[src/rtl/rx_ctrl_pkg.sv]
// Shared types and default sizing for the receive-FIFO read controller.
package rx_ctrl_pkg;
    localparam int DATA_W_DEF  = 8;
    localparam int LEN_W_DEF   = 8;
    localparam int TIMEOUT_DEF = 64;

    typedef enum logic [1:0] {
        IDLE  = 2'd0,
        FETCH = 2'd1,
        DRAIN = 2'd2,
        DONE  = 2'd3
    } state_t;
endpackage

[src/rtl/rx_timeout_counter.sv]
// Counts consecutive starved cycles; tc flags the cycle on which the
// TIMEOUT-th consecutive enabled cycle occurs.
module rx_timeout_counter #(
    parameter int TIMEOUT = 64
) (
    input  logic clk,
    input  logic rst,
    input  logic clear,
    input  logic en,
    output logic tc
);
    localparam int CW = $clog2(TIMEOUT + 1);

    logic [CW-1:0] cnt;

    // Terminal count is combinational so the FSM can leave on this very cycle.
    assign tc = en && (cnt == CW'(TIMEOUT - 1));

    // Consecutive-cycle counter; clear wins over enable.
    always_ff @(posedge clk or posedge rst) begin
        if (rst)        cnt <= '0;
        else if (clear) cnt <= '0;
        else if (en)    cnt <= cnt + CW'(1);
    end
endmodule

[src/rtl/rx_fifo_rd_ctrl.sv]
// Read-side burst controller for the receive FIFO: pops N bytes, streams them
// through a registered valid/ready output, aborts on FIFO starvation.
module rx_fifo_rd_ctrl
    import rx_ctrl_pkg::*;
#(
    parameter int DATA_W  = DATA_W_DEF,
    parameter int LEN_W   = LEN_W_DEF,
    parameter int TIMEOUT = TIMEOUT_DEF
) (
    input  logic              clk,
    input  logic              rst,
    input  logic              fifo_empty,
    input  logic [DATA_W-1:0] fifo_r_data,
    output logic              fifo_r_enable,
    input  logic              req,
    input  logic [LEN_W-1:0]  req_len,
    output logic [DATA_W-1:0] out_data,
    output logic              out_valid,
    input  logic              out_ready,
    output logic              busy,
    output logic              done,
    output logic              timeout_err
);
    state_t             state, state_n;
    logic [LEN_W-1:0]   remaining;
    logic               abort;
    logic               pop;
    logic               accept;
    logic               starve;
    logic               tc;

    assign accept        = out_valid && out_ready;
    assign starve        = (state == FETCH) && fifo_empty && (remaining != '0);
    assign fifo_r_enable = pop;
    assign busy          = (state != IDLE);

    // Starvation counter restarts whenever the FIFO shows data or we leave FETCH.
    rx_timeout_counter #(.TIMEOUT(TIMEOUT)) u_tmo (
        .clk   (clk),
        .rst   (rst),
        .clear ((state != FETCH) || !fifo_empty),
        .en    (starve),
        .tc    (tc)
    );

    // State register.
    always_ff @(posedge clk or posedge rst) begin
        if (rst) state <= IDLE;
        else     state <= state_n;
    end

    // Next-state and pop decision; pop only when the output slot is free or draining now.
    always_comb begin
        state_n = state;
        pop     = 1'b0;
        case (state)
            IDLE: begin
                if (req) state_n = (req_len != '0) ? FETCH : DONE;
            end
            FETCH: begin
                pop = !fifo_empty && (!out_valid || out_ready) && (remaining != '0);
                if (pop && (remaining == LEN_W'(1))) state_n = DRAIN;
                else if (tc)                         state_n = DRAIN;
            end
            DRAIN: begin
                if (!out_valid || accept) state_n = DONE;
            end
            DONE: begin
                state_n = IDLE;
            end
            default: state_n = IDLE;
        endcase
    end

    // Burst bookkeeping, output register and registered completion strobes.
    always_ff @(posedge clk or posedge rst) begin
        if (rst) begin
            remaining   <= '0;
            abort       <= 1'b0;
            out_data    <= '0;
            out_valid   <= 1'b0;
            done        <= 1'b0;
            timeout_err <= 1'b0;
        end else begin
            if (state == IDLE && req) begin
                remaining <= req_len;
                abort     <= 1'b0;
            end else if (pop) begin
                remaining <= remaining - LEN_W'(1);
            end else if (tc) begin
                // Bytes still owed are dropped; remaining is left as-is.
                abort <= 1'b1;
            end

            if (pop) begin
                out_data  <= fifo_r_data;
                out_valid <= 1'b1;
            end else if (accept) begin
                out_valid <= 1'b0;
            end

            done        <= (state_n == DONE);
            timeout_err <= (state_n == DONE) && (state == DRAIN) && abort;
        end
    end
endmodule

[config.mk]
export PLATFORM = sky130hd
export DESIGN_NAME = rx_fifo_rd_ctrl
export DESIGN_NICKNAME = d
export VERILOG_FILES = /design/src/rtl/rx_ctrl_pkg.sv /design/src/rtl/rx_timeout_counter.sv /design/src/rtl/rx_fifo_rd_ctrl.sv
export SDC_FILE = /design/constraint.sdc
export NUM_CORES = 1
export LEC_CHECK = 0
export ABC_AREA = 1
export ABC_CLOCK_PERIOD_IN_PS = 2150
export BUFFER_PORTS_ARGS = -buffer_cell sky130_fd_sc_hd__buf_2
export CAP_MARGIN = 5
export CORE_MARGIN = 1.5
export CORE_UTILIZATION = 53
export CTS_BUF_LIST = sky130_fd_sc_hd__clkbuf_8
export DETAILED_ROUTE_END_ITERATION = 7
export PLACE_DENSITY = 0.76
export REMOVE_ABC_BUFFERS = 1
export SYNTH_ARGS = -nofsm -noshare
export SYNTH_HDL_FRONTEND = slang
export SYNTH_SLANG_ARGS = --single-unit
[constraint.sdc]
create_clock -name clk -period 2.15 [get_ports clk]
set_input_delay 0.1075 -clock clk [delete_from_list [all_inputs] [get_ports clk]]
set_output_delay 0.1075 -clock clk [all_outputs]
set_load 0.02 [all_outputs]
==> results.md <==
- Worst reg2reg path startpoint: remaining[0]
- Number of buffers between clock root and the deepest sink: 2
- Endpoint arrival time on the critical path: 1.88 ns
- Final-layout fill cell count: roughly 240
- Number of pins with negative max-slew slack in the final report: 0
- Overall die height: 58.42 um
- CTS tree: done
- FF-to-FF End: remaining[3]
- Number of buffer and inverter stages on the critical path: 3
- Synth cell count leaders: nand2_1 (59), dfrtp_1 (29), nor2_1 (19)
- Via count of the first global-routing pass: 1242
- Proportion of synthesized flip-flops having asynchronous set or reset: between 90% and 100%
- Total routing resource utilization after global routing: 20.76%
- CP cell instances: inv_1 > ha_1 > nand2_4 > nor2_4 > nand2_8 > nand3_4 > inv_6 > buf_2
- CP delay by family, top: buffers and inverters
- Flop-to-flop setup slack: 0.44 ns
- Sink count of the clock tree: 29
- Startpoint type of the worst setup path: flop
- Synthesized instance count: slightly above 200
- Critical path's slowest cell: dfrtp_1
- Worst vdd rail ir drop: between 0.8 and 0.9 mV
- Antenna Nets Post-Route: 0
- Fraction of layout instances using a drive strength above 1: between 30% and 40%
- Unrepaired setup endpoints after global routing: false
- Overall die width: 58.42 um
- Critical path fanouts, max: 15
- Leakage component of the power: just under 1 nW
- Required time reported for the critical path endpoint: 2.04 ns
- Maximum clock frequency: slightly above 0.5 GHz
- Clock latency on the worst-skew pair: 0.29 ns
- Number of setup buffers added after CTS: 0
- Global placer's final weighted congestion: approximately 0.84
- Pwr Density: approximately 1300 mW/mm^2
- Clock skew after layout: 0.008524 ns
- Final Net Count: 266
- Critical path startpoint: remaining[0]
- Number of antenna violations at the first check in global routing: 0
- Fraction of post-synthesis cell area in the top cell type by area: 44.58%
- Most used flip-flop cell after synthesis: dfrtp_1
- Combined flip-flop and latch cell area: 725.7 sq um
- Termination of the worst setup path: fifo_r_enable
- Unique masters post-synth: 33
- IO buf count: 33
- Worst Slack Setup Final: 0.1609 ns
- Sequential area share after synthesis: 44.58%
- Count of max-cap constraint violations: 0
- Violation count after the first detailed-route iteration: 37
- Post-synth top area cell: dfrtp_1
- Actual slew at the worst max-slew pin: 0.3625 ns
- Total Die Area: roughly 0.0034 sq mm
- Cell depth of the worst setup path: 8
- Clk root buf: clkbuf_8
- Cell types with the largest area share after synthesis: dfrtp_1 (45%), nand2_1 (14%), nand3_1 (5.2%)
- Via density per instance: 5.077
- Final count of hold timing violations: 0
- Max_slew headroom: 75.83%
- Synth Warn #: 0
- Endpoint type of the worst setup path: output port
- Wirelength per Cell: 11.22 um
- Worst stage delay on the critical path: 0.37 ns
- Cts bufs inserted: 5
- Remaining design rule violation count: 0
- Starting density of the core: 57.54%
- Placed wire-length estimate after detailed placement: about 2.3 mm
- Number of antenna cells inserted: 0
- Fin Setup TNS: 0 ns
- Result of the run: finished, final reports clean
- Total global routing overflow: 0
- Type of the setup path with the least slack: reg2out
- Wirelength, routed: 3.074 mm
- Layout overhead on the synthesized area: 17.29%
- Worst slack, placed: approximately 0.42 ns
- Global-route wire length before repair: around 5.3 mm
- Class of the tightest hold or removal check: in2reg
- Setup violators final: 0
- Multi-input gate area in the final layout: between 700 and 800 sq um
- Cell Area, Synth: 0.001628 sq mm
- Number of synthesized flops with an enable pin: 0
- Final cycle utilization of the critical path: 92.51%
- Register-to-Register Path Depth: 10
- First-pass iteration count of the detailed router: 5
- Number of levels the H-tree was split into: 2
- Minimum period implied by the final worst setup slack: 1.989 ns
- DR vias: 1391
- Placeable core region: 0.002829 sq mm
- Post-Synthesis Mean Instance Area: 8.019 sq um
- Flip-flop and latch count after synthesis: 29
- Leading cell type by number of instances after synthesis: nand2_1
- Number of ports placed on the die boundary: 34
- Largest net degree at the start of global routing: 30
- Site Rows: 19
- Clk pin slew, worst setup/hold paths: 0.07 ns
worst min path at each step:
| stage | start | endpoint | cells after the start |
|---|---|---|---|
| floorplan | rst | abort | 1 |
| global placement | rst | out_data[0] | 3 |
| detailed placement | rst | out_data[6] | 3 |
| CTS | fifo_r_data[1] | out_data[1] | 3 |
| global route | fifo_r_data[7] | out_data[7] | 3 |
| finish | fifo_r_data[1] | out_data[1] | 3 |
timing repair:
item / 4_1_cts / 5_1_grt
hold buffers: 1 / 0
resized for setup: 0 / 1
endpoints found under the hold margin: 29 / 0
endpoints found under the setup margin: 0 / 1
placed cells by master (no fill, tap or decap), drive strengths merged:
| cell type | n |
|---|---|
| a21oi | 4 |
| a31oi | 1 |
| buf | 34 |
| clkbuf | 5 |
| clkinv | 1 |
| clkinvlp | 3 |
| dfrtp | 29 |
| dlygate4sd3 | 1 |
| ha | 3 |
| inv | 25 |
| nand2 | 73 |
| nand3 | 21 |
| nand4 | 1 |
| nor2 | 23 |
| nor3 | 4 |
| nor3b | 1 |
| nor4 | 1 |
| o21a | 1 |
| o21ai | 8 |
| o21bai | 1 |
| or2 | 1 |
| xnor2 | 1 |
| xor2 | 1 |
metrics by stage:
stage / cell area [sq um] / util (%) / hold WS, ns / total power [mW] / std cells
finish: 1909 / 67.49 / 0.01557 / 2.458 / 274
floorplan: 1594 / - / 0.1856 / 1.738 / 200
global route: 1909 / 67.49 / 0.008570 / 2.649 / 274
global placement: 1805 / 63.82 / 0.1911 / 1.999 / 265
detailed placement: 1805 / 63.82 / 0.1942 / 2.014 / 265
CTS: 1907 / 67.40 / 0.008248 / 2.475 / 274
final cells by class:
cell class,count,share of cell area [%]
timing repair buffer,35,9.567
inverter,26,5.374
clock buffer,5,3.604
clock inverter,3,1.180
tap,31,2.031
multi-input combinational,145,40.24
sequential,29,38.01
routing by layer:
layer / wire length [um] / global-route usage, %
met5: 0 / 0
met4: 49 / 9.967
met3: 242 / 4.835
met2: 1417 / 33.55
met1: 1364 / 26.21
state kept, by name, indices dropped and copies added, names as in the netlist:
name         count
timeout_err      1
u_tmo.cnt        7
done             1
out_valid        1
remaining        8
state            2
abort            1
out_data         8
worst reg2reg max path, stage by stage (launching register included):
cell and delay, ns:
dfrtp_1 0.40, inv_1 0.15, ha_1 0.24, nand2_4 0.08, nor2_4 0.16, nand2_8 0.10
nand3_4 0.17, nand2_2 0.11, inv_2 0.12, nand2_1 0.06, nand3_1 0.07
kinds of logic (layout without fill, tap and decap cells):
| logic type | Yosys count | count (layout) | share of synthesized area (%) |
|---|---|---|---|
| compound gates | 15 | 15 | 5.227 |
| fa+ha+maj | 3 | 3 | 2.306 |
| simple gates | 125 | 125 | 38.59 |
| flops | 29 | 29 | 44.58 |
| xor+xnor | 2 | 2 | 1.076 |
| buf+inv | 29 | 69 | 8.224 |
report_power, final:
group | internal, mW | leakage, nW | switching, mW
logic | 0.388 | 0.579 | 0.725
clock network | 0.226 | 0.0364 | 0.228
registers | 0.733 | 0.371 | 0.158
total | 1.35 | 0.986 | 1.11
Power figures use the tool's default switching activity.
